## src/rtl/piano_pkg.sv

```systemverilog
// Shared widths, note codes and octave defaults for the piano front end,
// display stage and tone generator.
package piano_pkg;

  localparam int NOTE_W = 3;
  localparam int OCT_W  = 3;

  localparam logic [NOTE_W-1:0] NOTE_NONE = 3'd0;
  localparam logic [NOTE_W-1:0] NOTE_DO   = 3'd1;
  localparam logic [NOTE_W-1:0] NOTE_RE   = 3'd2;
  localparam logic [NOTE_W-1:0] NOTE_MI   = 3'd3;
  localparam logic [NOTE_W-1:0] NOTE_FA   = 3'd4;
  localparam logic [NOTE_W-1:0] NOTE_SOL  = 3'd5;
  localparam logic [NOTE_W-1:0] NOTE_LA   = 3'd6;
  localparam logic [NOTE_W-1:0] NOTE_TI   = 3'd7;

  localparam int NUM_KEYS       = 7;
  localparam int DEB_CYCLES_DEF = 20;
  localparam int OCT_RESET_DEF  = 3;
  localparam int OCT_MIN_DEF    = 0;
  localparam int OCT_MAX_DEF    = 6;

  // Lowest-index held key wins; no key held gives NOTE_NONE.
  function automatic logic [NOTE_W-1:0] note_encode(input logic [NUM_KEYS-1:0] keys);
    logic [NOTE_W-1:0] enc;
    enc = NOTE_NONE;
    for (int i = NUM_KEYS - 1; i >= 0; i--) begin
      if (keys[i]) enc = NOTE_W'(i + 1);
    end
    return enc;
  endfunction

endpackage

```

## src/rtl/key_debounce.sv

```systemverilog
// Two-flop synchroniser followed by a consecutive-cycle debouncer for one
// raw button; rise pulses on the cycle the stable value goes 0 -> 1.
module key_debounce #(
  parameter int DEB_CYCLES = 20
) (
  input  logic clk,
  input  logic rst_n,
  input  logic raw,
  output logic stable,
  output logic rise
);

  localparam int              CW     = $clog2(DEB_CYCLES + 1);
  localparam logic [CW-1:0]   CNT_TC = CW'(DEB_CYCLES - 1);

  logic          r_sync1;
  logic          r_sync2;
  logic          r_stable;
  logic          r_rise;
  logic [CW-1:0] r_cnt;

  always_ff @(posedge clk or negedge rst_n) begin
    if (!rst_n) begin
      r_sync1 <= 1'b0;
      r_sync2 <= 1'b0;
    end else begin
      r_sync1 <= raw;
      r_sync2 <= r_sync1;
    end
  end

  // Any cycle agreeing with the stable value restarts the count, so glitches
  // shorter than DEB_CYCLES never propagate.
  always_ff @(posedge clk or negedge rst_n) begin
    if (!rst_n) begin
      r_stable <= 1'b0;
      r_rise   <= 1'b0;
      r_cnt    <= '0;
    end else begin
      r_rise <= 1'b0;
      if (r_sync2 == r_stable) begin
        r_cnt <= '0;
      end else if (r_cnt == CNT_TC) begin
        r_stable <= r_sync2;
        r_rise   <= r_sync2;
        r_cnt    <= '0;
      end else begin
        r_cnt <= r_cnt + 1'b1;
      end
    end
  end

  assign stable = r_stable;
  assign rise   = r_rise;

endmodule

```

## src/rtl/piano_key_enc.sv

```systemverilog
// Piano input stage: debounces seven note keys and two octave buttons,
// encodes the winning key and keeps a saturating octave register.
module piano_key_enc
  import piano_pkg::*;
#(
  parameter int DEB_CYCLES = DEB_CYCLES_DEF,
  parameter int OCT_RESET  = OCT_RESET_DEF,
  parameter int OCT_MIN    = OCT_MIN_DEF,
  parameter int OCT_MAX    = OCT_MAX_DEF
) (
  input  logic              clk,
  input  logic              rst_n,
  input  logic [6:0]        key,
  input  logic              oct_up,
  input  logic              oct_dn,
  output logic [NOTE_W-1:0] note,
  output logic [OCT_W-1:0]  octave,
  output logic              note_valid,
  output logic              note_on
);

  localparam int NUM_IN = NUM_KEYS + 2;

  localparam logic [OCT_W-1:0] OCT_RST_V = OCT_W'(OCT_RESET);
  localparam logic [OCT_W-1:0] OCT_MIN_V = OCT_W'(OCT_MIN);
  localparam logic [OCT_W-1:0] OCT_MAX_V = OCT_W'(OCT_MAX);

  logic [NUM_IN-1:0] w_raw;
  logic [NUM_IN-1:0] w_stable;
  logic [NUM_IN-1:0] w_rise;
  logic              w_up;
  logic              w_dn;
  logic [NOTE_W-1:0] w_note_next;
  logic [OCT_W-1:0]  w_oct_next;
  logic              w_unused;

  logic [NOTE_W-1:0] r_note;
  logic [OCT_W-1:0]  r_octave;
  logic              r_note_valid;
  logic              r_note_on;

  // Octave buttons ride above the keys so one generate loop covers all inputs.
  assign w_raw = {oct_dn, oct_up, key};

  for (genvar g = 0; g < NUM_IN; g++) begin : g_deb
    key_debounce #(
      .DEB_CYCLES (DEB_CYCLES)
    ) u_deb (
      .clk    (clk),
      .rst_n  (rst_n),
      .raw    (w_raw[g]),
      .stable (w_stable[g]),
      .rise   (w_rise[g])
    );
  end

  assign w_up     = w_rise[NUM_KEYS];
  assign w_dn     = w_rise[NUM_KEYS + 1];
  assign w_unused = &{1'b0, w_rise[NUM_KEYS-1:0], w_stable[NUM_IN-1:NUM_KEYS]};

  assign w_note_next = note_encode(w_stable[NUM_KEYS-1:0]);

  always_comb begin
    w_oct_next = r_octave;
    if (w_up && !w_dn && (r_octave < OCT_MAX_V)) begin
      w_oct_next = r_octave + 1'b1;
    end else if (w_dn && !w_up && (r_octave > OCT_MIN_V)) begin
      w_oct_next = r_octave - 1'b1;
    end
  end

  // note_on fires only when the registered note moves to a new nonzero code.
  always_ff @(posedge clk or negedge rst_n) begin
    if (!rst_n) begin
      r_note       <= NOTE_NONE;
      r_note_valid <= 1'b0;
      r_note_on    <= 1'b0;
      r_octave     <= OCT_RST_V;
    end else begin
      r_note       <= w_note_next;
      r_note_valid <= (w_note_next != NOTE_NONE);
      r_note_on    <= (w_note_next != NOTE_NONE) && (w_note_next != r_note);
      r_octave     <= w_oct_next;
    end
  end

  assign note       = r_note;
  assign octave     = r_octave;
  assign note_valid = r_note_valid;
  assign note_on    = r_note_on;

endmodule

```

## config.mk

```make
export PLATFORM = sky130hd
export DESIGN_NAME = piano_key_enc
export DESIGN_NICKNAME = d
export VERILOG_FILES = /design/src/rtl/piano_pkg.sv /design/src/rtl/key_debounce.sv /design/src/rtl/piano_key_enc.sv
export SDC_FILE = /design/constraint.sdc
export NUM_CORES = 1
export LEC_CHECK = 0
export CAP_MARGIN = 0
export CELL_PAD_IN_SITES_DETAIL_PLACEMENT = 1
export CELL_PAD_IN_SITES_GLOBAL_PLACEMENT = 2
export CORE_ASPECT_RATIO = 0.6
export CORE_MARGIN = 3
export CORE_UTILIZATION = 43
export CTS_CLUSTER_SIZE = 40
export DETAILED_ROUTE_END_ITERATION = 8
export PLACE_DENSITY = 0.88
export SYNTH_ARGS = -nofsm -noshare
export SYNTH_HDL_FRONTEND = slang
export SYNTH_SLANG_ARGS = --single-unit
```

## constraint.sdc

```tcl
create_clock -name clk -period 2.8 [get_ports clk]
set_input_delay 0.42 -clock clk [delete_from_list [all_inputs] [get_ports clk]]
set_output_delay 0.42 -clock clk [all_outputs]
set_load 0.1 [all_outputs]
```

# Word level (Yosys, flattened, before mapping)
# Index checks and enable logic that the tools add are counted.
# op_classes
n_addsub	11
magnitude_cmp	2
eq_ne	19
muxes	31
n_bitwise	9
n_reduce_logical	18
# ops
op	count
$mux W5	18
$add A5 B1 Y5 const B	9
$eq A5 B5 Y1 const B	9
$mux W3	9
$reduce_and A2 Y1	9
$eq A1 B1 Y1	9
$not A1 Y1	9
$logic_and A1 B1 Y1	5
$mux W1	4
$add A3 B1 Y3 const B	1
$gt A3 B1 Y1 const B	1
$lt A3 B3 Y1 const B	1
$ne A3 B3 Y1	1
$reduce_bool A3 Y1	1
$sub A3 B1 Y3 const B	1
$logic_not A1 Y1	2
$reduce_bool A2 Y1	1
# totals
ff_bits	82
inputBits	11
out_inout_bits	8
elab_cells	132

# Depth between registers and ports, before layout
# depth
depth_word	9
depth_mapped	8
depth_no_buf	7

# Hierarchy
# Synthesis repeated with hierarchy kept, for this count alone.
# unflattened
hier_cells	328
hier_area_um2	4030.1
# by_module_without_submodules
module	n_inst	cells_per_inst	area_per_inst_um2	seq_area_each_um2
key_debounce	9	29	386.6	225.2
piano_key_enc	1	67	550.5	202.7

# Least setup slack after synthesis
# OpenSTA, ideal clock, no wires.
# synth_path
kind	reg2reg
startpoint	reg r_octave[2] (netlist: octave[2])
endpoint	reg r_octave[1] (netlist: octave[1])
setup_ps	98
t_arrival_ps	2061
t_required_ps	2702
setup_slack_ps	642
stages_incl_launch_ff	8
n_path_buf	0
period_less_slack_ps	2158
path_cell_list	dfrtp_1 nand2_1 nand2b_1 fa_1 nor2_1 nor2_1 a21oi_1 a221oi_1
# synth_between
elab_chain_cells	3
word_cells_on_any_way	6
classes_between	order compare: 2; mux: 1; reduce/logical: 3
# synth_lines
element	line	rtl
start, declared	piano_key_enc.sv:38	logic [OCT_W-1:0] r_octave;
start signal, assigned	piano_key_enc.sv:83	r_octave <= w_oct_next;
$lt A3 B3 Y1	piano_key_enc.sv:65	if (w_up && !w_dn && (r_octave < OCT_MAX_V)) begin
$logic_and A1 B1 Y1	piano_key_enc.sv:65	
$mux W3	piano_key_enc.sv:65	
net w_oct_next[1]	piano_key_enc.sv:34	logic [OCT_W-1:0] w_oct_next;
# The timed path passes the listed nets, and every way through them passes these cells.
# A chain may end at the register's enable or synchronous reset.

# Final worst setup path
# layout_path
startpoint	reg g_deb[8].u_deb.r_rise
endpoint	reg r_octave[1] (netlist: octave[1])
# layout_between
elab_chain_cells	4
word_cells_on_any_way	7
classes_between	mux: 1; reduce/logical: 6
# layout_lines
element	line	rtl
start, declared	key_debounce.sv:19	logic r_rise;
start signal, assigned	key_debounce.sv:45	r_rise <= r_sync2;
$logic_not A1 Y1	piano_key_enc.sv:65	
$logic_and A1 B1 Y1 (2 in series)	piano_key_enc.sv:65	
$mux W3	piano_key_enc.sv:65	
net w_oct_next[1]	piano_key_enc.sv:34	
# The timed path passes the listed nets, and every way through them passes these cells.

==> reports/results.tsv <==
stage	metric	value	unit
floorplanning	die-area	9050	µm²
sta	worst_slack	0.8649	ns
yosys	synth-seq-area-share	0.6039	
sta	slew_headroom	0.6169	
floorplanning	die_w	120.8	µm
cells_and_area	multi_input_area	1297	µm²
detailed_routing	vias_per_cell	5.048	
status	status	complete, no violations	
floorplanning	core	7477	µm²
yosys	syn-cell-area	3402	µm²
critical_path	worstPathArrival	2.17	ns
detailed_routing	postRouteAntennaNets	0	
grt	grt_util_all_layers	0.1654	
critical_path	cp_max_fo	10	
detailed_routing	wire_per_inst	14.57	µm
cells_and_area	nets	348	
yosys	synth_mux_area_frac	0.03972	
sta	rsz0062_at_grt	no	
grt	grt_pass1_wl	11270	µm
yosys	syn_inst	298	
cells_and_area	mostFrequentLayoutCell	dfrtp_1	
sta	clock_skew	0.004565	ns
critical_path	path_class	reg -> reg	
critical_path	cp.required	3.03	ns
grt	grt_start_max_net_pins	47	
place	portBuffers	18	
sta	final-hold-violation-count	0	
yosys	synth-edff-count	0	
place	routabilityCongestion	0.7724	
yosys	synthAdderAreaFrac	0.03898	
clock_tree	cts_hold_buf	0	
cells_and_area	layout_common_cells	dfrtp_1 (80), nor2_1 (48), xor2_1 (18), nand3_1 (18), nand2_1 (16)	
critical_path	endpoint_kind	flip-flop	
clock_tree	cts_num_sinks	82	
yosys	synth_flop_cell	dfrtp_1	
sta	post-route-period-util	0.6911	
yosys	synth.net_count	319	
clock_tree	clk_pin_slew	0.06	ns
critical_path	cp-start-kind	flip-flop	
cells_and_area	seq_area	2054	µm²
detailed_routing	drc	0	
yosys	syn_area_per_cell	11.42	µm²
sta	drv_slew	0	
pwr	power.density	653.7	nW/µm²
min_path	min_path_type	in -> async	
clock_tree	clockBufferDepth	2	
pwr	p_leak	1.842	nW
clock_tree	cts_buffers	9	
place	dp.cells	420	
clock_tree	tritoncts	done	
grt	antenna_found_initial	0	
cells_and_area	n_fill_cell	786	
place	dp_slack	0.8330	ns
yosys	synth_top_family_by_area	simple AND/OR/NAND/NOR gates	
sta	worstMarginPinSlew	0.5698	ns
floorplanning	rows	24	
sta	tns	0	ns
cells_and_area	final_cell_count_no_fill	436	
detailed_routing	num_vias	2201	
cells_and_area	final_util	0.5377	
detailed_routing	dr.pass1.iters	4	
yosys	synth_warnings	0	
clock_tree	cts_resized	0	
pwr	power.total	2.628	mW
grt	grt_pass1_vias	2348	
cells_and_area	drive_above_1_share	0.1355	
cells_and_area	insertedDiodeCount	0	
cells_and_area	syn_to_final_growth	18.17	%
flow_run	maxCapViolCount	0	
clock_tree	root_buffer	clkbuf_16	
yosys	synthArstFlopShare	1.000	
floorplanning	pin_count	19	
floorplanning	start_util	0.4550	
pwr	max-vdd-ir-drop	471.4	µV
sta	timing.fmax	516.8	MHz
yosys	synth-simple-area-share	0.1666	
sta	setup_viol	0	
place	place_hpwl	4515	µm
clock_tree	cts_setup_buffers	0	
yosys	synth_xor_area_frac	0.07981	
yosys	synth_compound_area_frac	0.05627	
clock_tree	clk_latency	0.34	ns
detailed_routing	wl	6352	µm
floorplanning	chipHeight	74.90	µm
sta	timing.final.crit_period	1.935	ns
yosys	synthDistinctLibCells	34	
yosys	ys_ff_latch	82	
detailed_routing	first_iter_violations	78	
clock_tree	h-tree-depth	3	
grt	overflow	0	
power by group:
part | total (mW) | leakage [nW] | internal, mW | switching (mW)
clock | 1.25 | 0.156 | 0.801 | 0.447
sequential | 1.26 | 1.07 | 1.23 | 0.0336
combinational | 0.116 | 0.613 | 0.0522 | 0.0640
sequential cells by signal, summed over array words and instances (netlist names):
signal,flops
note_on,1
note,3
g_deb.u_deb.r_sync2,9
note_valid,1
g_deb.u_deb.r_sync1,9
g_deb.u_deb.rise,2
octave,3
g_deb.u_deb.stable,9
g_deb.u_deb.r_cnt,45
cells in the mapped netlist (2+ instances only):
cell type  number  area (µm²)
xor2_1         18       157.7
and3_1          2       12.51
nor3_1          7       35.03
ha_1            9       112.6
mux2_2         12       135.1
nor2_2          2       12.51
dfrtp_1        80        2002
nor4_1          2       12.51
nand3_1        18       90.09
o31ai_1         2       15.01
clkbuf_1        2       7.510
nor2b_1         3       18.77
inv_1          10       37.54
dfstp_2         2       52.55
nand2_1        16       60.06
xnor2_1        13       113.9
nor2_1         48       180.2
a22oi_1         3       22.52
o21ai_0        13       65.06
a21oi_1         9       45.04
nor3b_1         7       52.55
and2_1          2       12.51
nand2b_1        7       43.79
layout make-up:
cell class / count / area share
clock buffer: 11 / 0.06038
clock inverter: 5 / 0.01930
inverter: 10 / 0.009337
multi-input combinational: 203 / 0.3227
sequential: 82 / 0.5110
tap: 104 / 0.03237
timing repair buffer: 21 / 0.04482
cell families (layout without fill, tap and decap cells):
family                   after synthesis  after routing
AO/OA/AOI/OAI                         32             32
buffers and inverters                 13             47
adder cells (fa/ha/maj)               10             10
XOR/XNOR                              31             31
flip-flops                            82             82
multiplexers                          12             12
AND/OR/NAND/NOR                      118            118
layer usage:
| layer | routed length, µm | global-route usage | up-vias |
|---|---|---|---|
| met5 | 0 | 0 | - |
| met4 | 169 | 0.08543 | 0 |
| met3 | 215 | 0.05781 | 16 |
| met2 | 2888 | 0.2491 | 25 |
| met1 | 3080 | 0.2156 | 1098 |
| li1 | - | - | 1062 |
path summary, 6_finish.rpt:
| check | startpoint | end | slack, ns | depth (start not counted) |
|---|---|---|---|---|
| max | g_deb[8].u_deb.rise | octave[1] | 0.86 | 7 |
| min | rst_n | g_deb[7].u_deb.r_cnt[2] | 0.07 | 1 |
| max reg2reg | g_deb[8].u_deb.rise | octave[1] | 0.86 | 7 |
| min reg2reg | g_deb[7].u_deb.r_sync1 | g_deb[7].u_deb.r_sync2 | 0.35 | 0 |
| max in group asynchronous | rst_n | g_deb[5].u_deb.r_cnt[3] | 2.05 | 2 |
| min in group clk | g_deb[7].u_deb.r_sync1 | g_deb[7].u_deb.r_sync2 | 0.35 | 0 |
critical path, cell delays in order, from the launching register on:
cell,delay (ns)
dfrtp_1,0.46
nand2b_1,0.20
nand2b_1,0.17
fa_1,0.50
nor2_1,0.05
nor2_1,0.09
a21oi_1,0.05
a221oi_1,0.32
stage by stage:
step / cell area (µm²) / hold slack, ns
after CTS: 4020 / 0.08510
final: 4020 / 0.07345
after floorplan: 3402 / 0.1244
after global placement: 3700 / 0.3363
after global routing: 4020 / 0.1105
after detailed placement: 3700 / 0.3371
(Power assumes the default switching activity.)
